===== src/rtl/pulse_sync_arb_pkg.sv =====
// Shared types for the pulse synchronizer arbiter: FSM state encoding and gap timer sizing.
// Optional overflow flags are enabled with PULSE_SYNC_ARB_OVF_EN.
package pulse_sync_arb_pkg;

  localparam int ST_W = 2;

  typedef enum logic [ST_W-1:0] {
    ST_IDLE  = 2'd0,
    ST_ISSUE = 2'd1,
    ST_GAP   = 2'd2
  } state_e;

  // Gap timer holds values up to GAP-2; keep at least one bit.
  function automatic int gap_cnt_w(input int gap);
    return (gap <= 2) ? 1 : $clog2(gap);
  endfunction

endpackage


===== src/rtl/pulse_sync_arb_if.sv =====
// Requester/issue bus between the event sources and the arbiter, plus a debug view of the FSM.
// ovf_clr_i exists only when PULSE_SYNC_ARB_OVF_EN is defined.
interface pulse_sync_arb_if
  import pulse_sync_arb_pkg::*;
#(
  parameter int N_REQ = 4
);
  localparam int ID_W = $clog2(N_REQ);

  logic             en_i;
  logic [N_REQ-1:0] req_i;
  logic             pulse_o;
  logic [ID_W-1:0]  id_o;
  logic [N_REQ-1:0] pend_o;
  logic             busy_o;
  logic [N_REQ-1:0] ovf_o;
  state_e           state_o;

  // req_i are single-cycle events with no back-pressure: every high cycle is one event.
`ifdef PULSE_SYNC_ARB_OVF_EN
  logic ovf_clr_i;

  modport master (
    output en_i, req_i, ovf_clr_i,
    input  pulse_o, id_o, pend_o, busy_o, ovf_o, state_o
  );
  modport slave (
    input  en_i, req_i, ovf_clr_i,
    output pulse_o, id_o, pend_o, busy_o, ovf_o, state_o
  );
`else
  modport master (
    output en_i, req_i,
    input  pulse_o, id_o, pend_o, busy_o, ovf_o, state_o
  );
  modport slave (
    input  en_i, req_i,
    output pulse_o, id_o, pend_o, busy_o, ovf_o, state_o
  );
`endif

endinterface


===== src/rtl/pulse_sync_arb_rr_picker.sv =====
// Combinational masked round-robin select: first set request at or after ptr_i, wrapping.
module rr_picker #(
  parameter  int N_REQ = 4,
  localparam int ID_W  = $clog2(N_REQ)
) (
  input  logic [N_REQ-1:0] req_i,
  input  logic [ID_W-1:0]  ptr_i,
  output logic [N_REQ-1:0] gnt_o,
  output logic [ID_W-1:0]  idx_o,
  output logic             vld_o
);

  logic [N_REQ-1:0] mask;
  logic [N_REQ-1:0] masked;
  logic [N_REQ-1:0] sel;

  always_comb begin
    for (int i = 0; i < N_REQ; i++) begin
      mask[i] = (i >= int'(ptr_i));
    end
    masked = req_i & mask;
    // Nothing at or above the pointer means the search wraps to index 0.
    sel   = (|masked) ? masked : req_i;
    gnt_o = '0;
    idx_o = '0;
    for (int i = N_REQ - 1; i >= 0; i--) begin
      if (sel[i]) begin
        gnt_o    = '0;
        gnt_o[i] = 1'b1;
        idx_o    = ID_W'(i);
      end
    end
    vld_o = |req_i;
  end

endmodule


===== src/rtl/pulse_sync_arbiter.sv =====
// Round-robin arbiter feeding one toggle pulse synchronizer from N_REQ event sources,
// with per-source saturating queues and enforced pulse spacing. Macro: PULSE_SYNC_ARB_OVF_EN.
module pulse_sync_arbiter
  import pulse_sync_arb_pkg::*;
#(
  parameter int N_REQ = 4,
  parameter int CNT_W = 4,
  parameter int GAP   = 6
) (
  input logic              clk_i,
  input logic              arst_i,
  pulse_sync_arb_if.slave  bus
);

  localparam int ID_W = $clog2(N_REQ);
  localparam int GW   = gap_cnt_w(GAP);
  localparam logic [CNT_W-1:0] CNT_MAX  = '1;
  localparam logic [GW-1:0]    GAP_LOAD = GW'(GAP - 2);

  state_e           state_q, state_d;
  logic [CNT_W-1:0] cnt_q [N_REQ];
  logic [CNT_W-1:0] cnt_d [N_REQ];
  logic [N_REQ-1:0] pend;
  logic [N_REQ-1:0] gnt_oh;
  logic [N_REQ-1:0] gnt_vec;
  logic [ID_W-1:0]  ptr_q, ptr_d;
  logic [ID_W-1:0]  id_q, id_d;
  logic [ID_W-1:0]  pick_idx;
  logic             pick_vld;
  logic             pulse_q, pulse_d;
  logic             grant;
  logic [GW-1:0]    gap_q, gap_d;

  always_comb begin
    for (int i = 0; i < N_REQ; i++) begin
      pend[i] = |cnt_q[i];
    end
  end

  rr_picker #(.N_REQ(N_REQ)) u_picker (
    .req_i (pend),
    .ptr_i (ptr_q),
    .gnt_o (gnt_oh),
    .idx_o (pick_idx),
    .vld_o (pick_vld)
  );

  assign grant   = (state_q == ST_IDLE) && bus.en_i && pick_vld;
  assign gnt_vec = grant ? gnt_oh : '0;

  // A same-edge event and grant cancel; a saturated counter drops the event.
  always_comb begin
    for (int i = 0; i < N_REQ; i++) begin
      cnt_d[i] = cnt_q[i];
      if (bus.req_i[i] && !gnt_vec[i]) begin
        if (cnt_q[i] != CNT_MAX) cnt_d[i] = cnt_q[i] + CNT_W'(1);
      end else if (gnt_vec[i] && !bus.req_i[i]) begin
        cnt_d[i] = cnt_q[i] - CNT_W'(1);
      end
    end
  end

  always_comb begin
    state_d = state_q;
    pulse_d = 1'b0;
    id_d    = id_q;
    ptr_d   = ptr_q;
    gap_d   = gap_q;
    unique case (state_q)
      ST_IDLE: begin
        if (grant) begin
          pulse_d = 1'b1;
          id_d    = pick_idx;
          ptr_d   = (pick_idx == ID_W'(N_REQ - 1)) ? '0 : pick_idx + ID_W'(1);
          state_d = ST_ISSUE;
        end
      end
      ST_ISSUE: begin
        gap_d   = GAP_LOAD;
        state_d = (GAP == 2) ? ST_IDLE : ST_GAP;
      end
      ST_GAP: begin
        // Leaving on 1 lands IDLE exactly GAP-1 cycles after the pulse.
        if (gap_q <= GW'(1)) state_d = ST_IDLE;
        else                 gap_d   = gap_q - GW'(1);
      end
      default: state_d = ST_IDLE;
    endcase
  end

  always_ff @(posedge clk_i or posedge arst_i) begin
    if (arst_i) begin
      state_q <= ST_IDLE;
      pulse_q <= 1'b0;
      id_q    <= '0;
      ptr_q   <= '0;
      gap_q   <= '0;
      for (int i = 0; i < N_REQ; i++) begin
        cnt_q[i] <= '0;
      end
    end else begin
      state_q <= state_d;
      pulse_q <= pulse_d;
      id_q    <= id_d;
      ptr_q   <= ptr_d;
      gap_q   <= gap_d;
      cnt_q   <= cnt_d;
    end
  end

  assign bus.pulse_o = pulse_q;
  assign bus.id_o    = id_q;
  assign bus.pend_o  = pend;
  assign bus.busy_o  = (state_q != ST_IDLE);
  assign bus.state_o = state_q;

`ifdef PULSE_SYNC_ARB_OVF_EN
  logic [N_REQ-1:0] ovf_q, ovf_d;

  // Set has priority over clear so a drop in the clear cycle is not lost.
  always_comb begin
    ovf_d = bus.ovf_clr_i ? '0 : ovf_q;
    for (int i = 0; i < N_REQ; i++) begin
      if (bus.req_i[i] && !gnt_vec[i] && (cnt_q[i] == CNT_MAX)) ovf_d[i] = 1'b1;
    end
  end

  always_ff @(posedge clk_i or posedge arst_i) begin
    if (arst_i) ovf_q <= '0;
    else        ovf_q <= ovf_d;
  end

  assign bus.ovf_o = ovf_q;
`else
  assign bus.ovf_o = '0;
`endif

endmodule

===== src/flat_wrapper.sv =====
// flat-port wrapper written by rule: the top's interface ports become plain ports
module pulse_sync_arbiter_flat import pulse_sync_arb_pkg::*;
#(
  parameter int N_REQ = 4,
  parameter int CNT_W = 4,
  parameter int GAP   = 6
)
  (clk_i, arst_i, bus_en_i, bus_req_i, bus_pulse_o, bus_id_o, bus_pend_o, bus_busy_o, bus_ovf_o, bus_state_o);
  pulse_sync_arb_if #(.N_REQ(N_REQ)) bus_i ();
  input logic clk_i;
  input logic arst_i;
  input wire logic [$bits(bus_i.en_i)-1:0] bus_en_i;
  input wire logic [$bits(bus_i.req_i)-1:0] bus_req_i;
  output wire logic [$bits(bus_i.pulse_o)-1:0] bus_pulse_o;
  output wire logic [$bits(bus_i.id_o)-1:0] bus_id_o;
  output wire logic [$bits(bus_i.pend_o)-1:0] bus_pend_o;
  output wire logic [$bits(bus_i.busy_o)-1:0] bus_busy_o;
  output wire logic [$bits(bus_i.ovf_o)-1:0] bus_ovf_o;
  output wire logic [$bits(bus_i.state_o)-1:0] bus_state_o;
  assign bus_i.en_i = bus_en_i;
  assign bus_i.req_i = bus_req_i;
  assign bus_pulse_o = bus_i.pulse_o;
  assign bus_id_o = bus_i.id_o;
  assign bus_pend_o = bus_i.pend_o;
  assign bus_busy_o = bus_i.busy_o;
  assign bus_ovf_o = bus_i.ovf_o;
  assign bus_state_o = bus_i.state_o;
  pulse_sync_arbiter #(.N_REQ(N_REQ), .CNT_W(CNT_W), .GAP(GAP)) u_core (.clk_i(clk_i), .arst_i(arst_i), .bus(bus_i));
endmodule

===== config.mk =====
export PLATFORM = sky130hd
export DESIGN_NAME = pulse_sync_arbiter_flat
export DESIGN_NICKNAME = d
export VERILOG_FILES = /design/src/rtl/pulse_sync_arb_pkg.sv /design/src/rtl/pulse_sync_arb_if.sv /design/src/rtl/pulse_sync_arb_rr_picker.sv /design/src/rtl/pulse_sync_arbiter.sv /design/src/flat_wrapper.sv
export SDC_FILE = /design/constraint.sdc
export NUM_CORES = 1
export LEC_CHECK = 0
export ABC_AREA = 1
export CAP_MARGIN = 20
export CORE_MARGIN = 2
export CORE_UTILIZATION = 50
export CTS_BUF_LIST = sky130_fd_sc_hd__clkbuf_2
export DETAILED_ROUTE_END_ITERATION = 12
export PLACE_DENSITY = 0.72
export SLEW_MARGIN = 15
export SYNTH_ARGS = -nofsm -noshare
export SYNTH_HDL_FRONTEND = slang
export SYNTH_SLANG_ARGS = --single-unit

===== constraint.sdc =====
create_clock -name clk_i -period 5.35 [get_ports clk_i]
set_input_delay 1.07 -clock clk_i [delete_from_list [all_inputs] [get_ports clk_i]]
set_output_delay 1.07 -clock clk_i [all_outputs]
set_load 0.02 [all_outputs]

==> impl_metrics.py, run 1 <==
metrics = {
    "die": {
        "die_area_um2": 4200,
        "die_y_um": 64.8,
        "ios": 21,
        "die_w_um": 64.8,
        "core_um2": 3610,
        "initial_core_util_pct": 51.3,
        "fp-row-count": 22,
    },
    "setup_path": {
        "required_ps": 5680,
        "crit_chain": "clkdlybuf4s50_1, inv_1, nor2_2, nand2_2, nor2_8, nand3_4, nand2_1, ha_1, nand2_1, nand2_1, a31oi_1, inv_1, nand3_1, nand2_1, nand2_1, nand2_1, nand2_1",
        "critPathMaxFanout": 8,
        "start_kind": "primary input",
        "cp_num_buf_inv": 3,
        "cpPeakStageDelay_ps": 460,
        "path_class": "primary input to flip-flop",
        "cp-end-kind": "flip-flop",
        "crit_arrival_ps": 3300,
        "path_delay_family": "simple AND/OR/NAND/NOR gates",
        "worst_path_most_repeated_cell": "nand2_1",
        "crit_slowest_cell": "clkdlybuf4s50_1",
    },
    "drt": {
        "num_vias": 1401,
        "drc": 0,
        "wirelength_mm": 3.00,
        "wire_per_inst_um": 10.5,
        "viasPerCell": 4.90,
        "drt_first_pass_iters": 4,
        "first_iter_violations": 49,
        "ant_nets": 0,
    },
    "yosys": {
        "synth_cells": 218,
        "ys_ff_latch": 26,
        "seq_area_frac_synth_pct": 35.2,
        "avgSynthCellArea_um2": 8.48,
        "ys_types": 33,
        "synth_area_um2": 1850,
        "ys.warnings.count": 0,
    },
    "sta": {
        "finClkSkew_ps": 10.7,
        "hold_viol_final": 0,
        "setup_viol_count_final": 0,
        "whs_ps": 518,
        "period_minus_slack_ps": 2970,
        "fin_crit_sh_pct": 55.5,
        "tns_ps": 0,
        "layout_setup_ws_ps": 2380,
        "drv_slew": 0,
        "rsz0062_at_grt": "no",
        "fmax_mhz": 337,
    },
    "global_route": {
        "grt_overflow_total": 0,
        "met1_usage_pct": 22.9,
        "grt_pass1_wl_mm": 5.64,
        "grt_use_total_pct": 16.6,
        "grt_pass1_vias": 1332,
        "antenna_found_initial": 0,
        "busiest_layer": "met2",
        "use_met3_pct": 2.26,
        "grt_use_met2_pct": 28.1,
        "grt_start_max_net_pins": 27,
    },
    "clock_network": {
        "cts_root_buf": "clkbuf_2",
        "cts_buffers": 3,
        "clkSlewWorstSetupHoldPaths_ps": 260,
        "cts_tree": "built",
        "cts_resized": 0,
        "cts_hold_buf": 0,
        "cts_sinks": 26,
        "cts_buffer_depth": 2,
        "clk_latency_ps": 360,
        "cts_setup_buffers": 0,
        "htreeDepth": 1,
    },
    "power_and_ir_drop": {
        "p_per_area_nw_per_um2": 586,
        "p_switching_mw": 0.592,
        "total_power_mw": 1.25,
        "cellInternalPower_mw": 0.653,
        "p_sw_share_pct": 47.6,
        "clockPowerShare_pct": 10.1,
        "power.leakage_nw": 1.08,
        "power_frac_comb_pct": 57.2,
        "ir_drop_v": 0.000273,
        "pwr-share-seq_pct": 32.7,
    },
    "finish": {
        "area_growth_pct": 14.8,
        "n_antenna_cell": 0,
        "layout.nets": 259,
        "final_cell_mix": "nand2_1 (54), inv_1 (26), dfrtp_1 (26)",
        "layout.cells.non_filler": 286,
        "final_area_um2": 2120,
        "drive_above_1_share_pct": 18.9,
        "layout_commonest_cell": "nand2_1",
        "finalCoreUtilization_pct": 58.9,
    },
    "run_status": {
        "outcome": "completed",
    },
    "min_path": {
        "holdCritPathClass": "flip-flop to flip-flop",
    },
    "place": {
        "dp.cells": 281,
        "gp_congestion": 0.744,
        "placed_cell_area_um2": 2050,
        "hpwl_mm": 2.41,
        "dp_slack_ps": 1960,
        "portBuffers": 16,
    },
    "run": {
        "maxCapViolations": 0,
    },
}
==> metal layers <==
layer | part of all wire, % | up-vias
met3 | 2.8 | 2
li1 | - | 735
met4 | 0.47 | 0
met5 | 0 | -
met2 | 48 | 16
met1 | 49 | 648
==> synth_stat cells (all sizes together) <==
cell | number | share of area [%]
a21oi | 3 | 1.0
a31oi | 4 | 1.4
buf | 4 | 1.6
conb | 1 | 0.20
dfrtp | 26 | 35
fa | 4 | 4.3
ha | 9 | 6.1
inv | 29 | 6.0
nand2 | 71 | 18
nand3 | 19 | 7.8
nand3b | 1 | 0.41
nand4 | 9 | 3.7
nor2 | 18 | 5.6
nor3 | 1 | 0.27
o211ai | 1 | 0.41
o21a | 1 | 0.41
o21ai | 6 | 2.2
o22ai | 1 | 0.34
or2 | 1 | 0.34
xnor2 | 2 | 0.95
xor2 | 7 | 3.3
==> area by class of cell <==
| class | count | area, um2 |
|---|---|---|
| Multi-Input combinational cell | 162 | 1070 |
| Clock buffer | 3 | 15.0 |
| Inverter | 29 | 111 |
| Fill cell | 331 | 1480 |
| Timing Repair Buffer | 17 | 188 |
| Sequential cell | 26 | 651 |
| Clock inverter | 1 | 30.0 |
| Tap cell | 48 | 60.1 |
==> worst paths after layout <==
| path | end | startpoint | cells past startpoint | slack (ps) |
|---|---|---|---|---|
| min in group asynchronous | u_core.cnt_q[1] | arst_i | 2 | 970 |
| hold reg to reg | u_core.gap_q[0] | u_core.gap_q[0] | 1 | 520 |
| hold / removal | u_core.gap_q[0] | u_core.gap_q[0] | 1 | 520 |
| setup / recovery | u_core.cnt_q[7] | bus_en_i | 17 | 2380 |
| setup reg to reg | u_core.cnt_q[7] | u_core.cnt_q[9] | 18 | 2800 |
| max in group asynchronous | u_core.cnt_q[9] | arst_i | 3 | 3960 |
==> cells by family (layout without fill, tap and decap cells) <==
logic type      count (synthesis)  in the layout  share of synthesized area, %
simple gates                  120            120                          36.5
buf+inv                        33             50                          7.65
flops                          26             26                          35.2
compound gates                 16             16                          5.75
fa+ha+maj                      13             13                          10.4
xor+xnor                        9              9                          4.26
other cells                     1              4                         0.203
==> flip-flops by register name, indices dropped and copies added (netlist names) <==
signal / count
u_core.bus.id_o: 2
u_core.bus.pulse_o: 1
u_core.bus.state_o: 2
u_core.cnt_q: 16
u_core.gap_q: 3
u_core.ptr_q: 2
==> worst reg2reg max path, stage by stage, from the launching register on <==
cell,delay [ps]
dfrtp_1,490
nor2_1,210
nand2_4,100
nor2_1,90
nand4_1,120
nand2_2,200
nor2_8,100
nand3_4,90
nand2_1,130
ha_1,350
nand2_1,70
nand2_1,40
a31oi_1,180
inv_1,60
nand3_1,80
nand2_1,70
nand2_1,60
nand2_1,40
nand2_1,50
==> power by group through the flow <==
stage | registers, mW | logic [mW] | clock network, mW
finish | 0.407 | 0.713 | 0.126
detailed placement | 0.414 | 0.719 | 0
global placement | 0.413 | 0.702 | 0
floorplan | 0.406 | 0.561 | 0
CTS | 0.409 | 0.722 | 0.128
global route | 0.425 | 0.828 | 0.137
Power figures use the tool's default switching activity.
==> inputs of run 2 (changes only) <==
Clock period 5.35 ns to 3 ns, I/O delays scaled along.
==> run 2 against run 1 <==
  * Register-to-register slack got worse by 2400 ps
  * Non-clock buffer count unchanged
  * Hold slack got worse by 1.4 ps
  * Cell area decreased by 0.94%
  * Clock power increased by 76%
  * Flip-flop and latch count unchanged
  * Clock skew about the same
  * Combinational power increased by 78%
  * Sequential power increased by 79%
  * Critical path depth increased by 1
==> impl_metrics.py, run 2 (same netlist as run 1, synthesis figures left out) <==
metrics = {
    "die": {
        "die_y_um": 64.8,
        "core_um2": 3610,
        "die_w_um": 64.8,
        "die_area_um2": 4200,
        "ios": 21,
        "fp-row-count": 22,
        "initial_core_util_pct": 51.3,
    },
    "sta": {
        "drv_slew": 0,
        "fmax_mhz": 389,
        "fin_crit_sh_pct": 85.6,
        "period_minus_slack_ps": 2570,
        "finClkSkew_ps": 10.7,
        "setup_viol_count_final": 0,
        "rsz0062_at_grt": "no",
        "layout_setup_ws_ps": 431,
        "tns_ps": 0,
        "hold_viol_final": 0,
    },
    "finish": {
        "layout_commonest_cell": "nand2_1",
        "area_growth_pct": 13.7,
        "n_antenna_cell": 0,
        "largest_reg_flops": 16,
        "final_cell_mix": "nand2_1 (54), inv_1 (26), dfrtp_1 (26)",
        "top_regs": "u_core.cnt_q: 16 flops, u_core.gap_q: 3 flops",
        "layout.nets": 259,
        "finalCoreUtilization_pct": 58.3,
        "drive_above_1_share_pct": 18.9,
        "top_register": "u_core.cnt_q",
    },
    "clock_network": {
        "cts_hold_buf": 0,
        "htreeDepth": 1,
        "cts_root_buf": "clkbuf_2",
        "clkSlewWorstSetupHoldPaths_ps": 260,
        "cts_setup_buffers": 0,
        "cts_buffer_depth": 2,
        "cts_buffers": 3,
        "clk_latency_ps": 350,
        "cts_resized": 0,
        "cts_sinks": 26,
        "cts_tree": "built",
    },
    "setup_path": {
        "cp_num_buf_inv": 1,
        "reg2regPathDepth": 18,
        "crit_slowest_cell": "dfrtp_1",
        "worst_path_most_repeated_cell": "nand2_1",
        "path_class": "flip-flop to flip-flop",
        "path_delay_family": "simple AND/OR/NAND/NOR gates",
        "start_kind": "flip-flop",
        "critPathMaxFanout": 8,
        "required_ps": 3330,
        "crit_arrival_ps": 2900,
        "cp-end-kind": "flip-flop",
        "cpPeakStageDelay_ps": 500,
        "crit_cells": 18,
        "crit_chain": "nor2_1, nand2_4, nor2_1, nand4_1, nand2_2, nor2_8, nand3_4, nand2_1, ha_1, nand2_1, nand2_1, a31oi_1, inv_1, nand3_1, nand2_1, nand2_1, nand2_1, nand2_1",
    },
    "global_route": {
        "grt_start_max_net_pins": 27,
        "grt_use_total_pct": 17.3,
        "antenna_found_initial": 0,
        "grt_pass1_vias": 1353,
        "grt_overflow_total": 0,
        "grt_pass1_wl_mm": 5.80,
    },
    "drt": {
        "ant_nets": 0,
        "viasPerCell": 4.84,
        "drt_first_pass_iters": 3,
        "num_vias": 1385,
        "first_iter_violations": 59,
        "wirelength_mm": 3.06,
        "drc": 0,
        "wire_per_inst_um": 10.7,
    },
    "place": {
        "portBuffers": 16,
        "hpwl_mm": 2.44,
        "gp_congestion": 0.740,
        "dp_slack_ps": 91.0,
    },
    "power_and_ir_drop": {
        "ir_drop_v": 0.000535,
        "power.leakage_nw": 1.07,
        "total_power_mw": 2.22,
        "p_per_area_nw_per_um2": 1060,
    },
    "run": {
        "maxCapViolations": 0,
    },
    "run_status": {
        "outcome": "completed",
    },
    "min_path": {
        "holdCritPathClass": "flip-flop to flip-flop",
        "worstHoldPathCells": 1,
    },
}
run 2: cell counts in the layout (fill, tap and decap cells not counted):
No cell type changed its count.
run 2: final cells by class:
class                      instances  area [um2]
multi-input combinational        162        1070
fill                             321        1500
sequential                        26         651
clock inverter                     1        30.0
clock buffer                       3        15.0
timing repair buffer              17         168
inverter                          29         111
tap                               48        60.1
run 2: final timing paths:
check                           startpoint          endpoint  slack, ps
setup reg to reg           u_core.cnt_q[9]   u_core.cnt_q[7]        430
hold / removal             u_core.gap_q[0]   u_core.gap_q[0]        520
setup / recovery           u_core.cnt_q[9]   u_core.cnt_q[7]        430
max in group asynchronous           arst_i  u_core.cnt_q[11]       2190
min in group asynchronous           arst_i   u_core.cnt_q[1]        550
hold reg to reg            u_core.gap_q[0]   u_core.gap_q[0]        520
run 2: power by group:
group          total, mW  switching [mW]  internal [mW]
clock              0.222           0.108          0.115
sequential         0.727           0.205          0.522
combinational       1.27           0.749          0.526
total               2.22            1.06           1.16
run 2: metal layers:
metal / up-vias / routed length [um] / track usage [%]
li1: 732 / - / -
met4: 0 / 15 / 3.19
met3: 2 / 68 / 3.13
met2: 14 / 1480 / 30.4
met1: 637 / 1500 / 22.4
met5: - / 0 / 0
run 2: metrics by stage:
step           hold slack (ps)  std cells  area (um2)
3_3_place_gp               485        282        2060
3_5_place_dp               489        282        2060
2_1_floorplan              460        221        1860
6_report                   517        286        2100
5_1_grt                    558        286        2100
4_1_cts                    523        286        2100
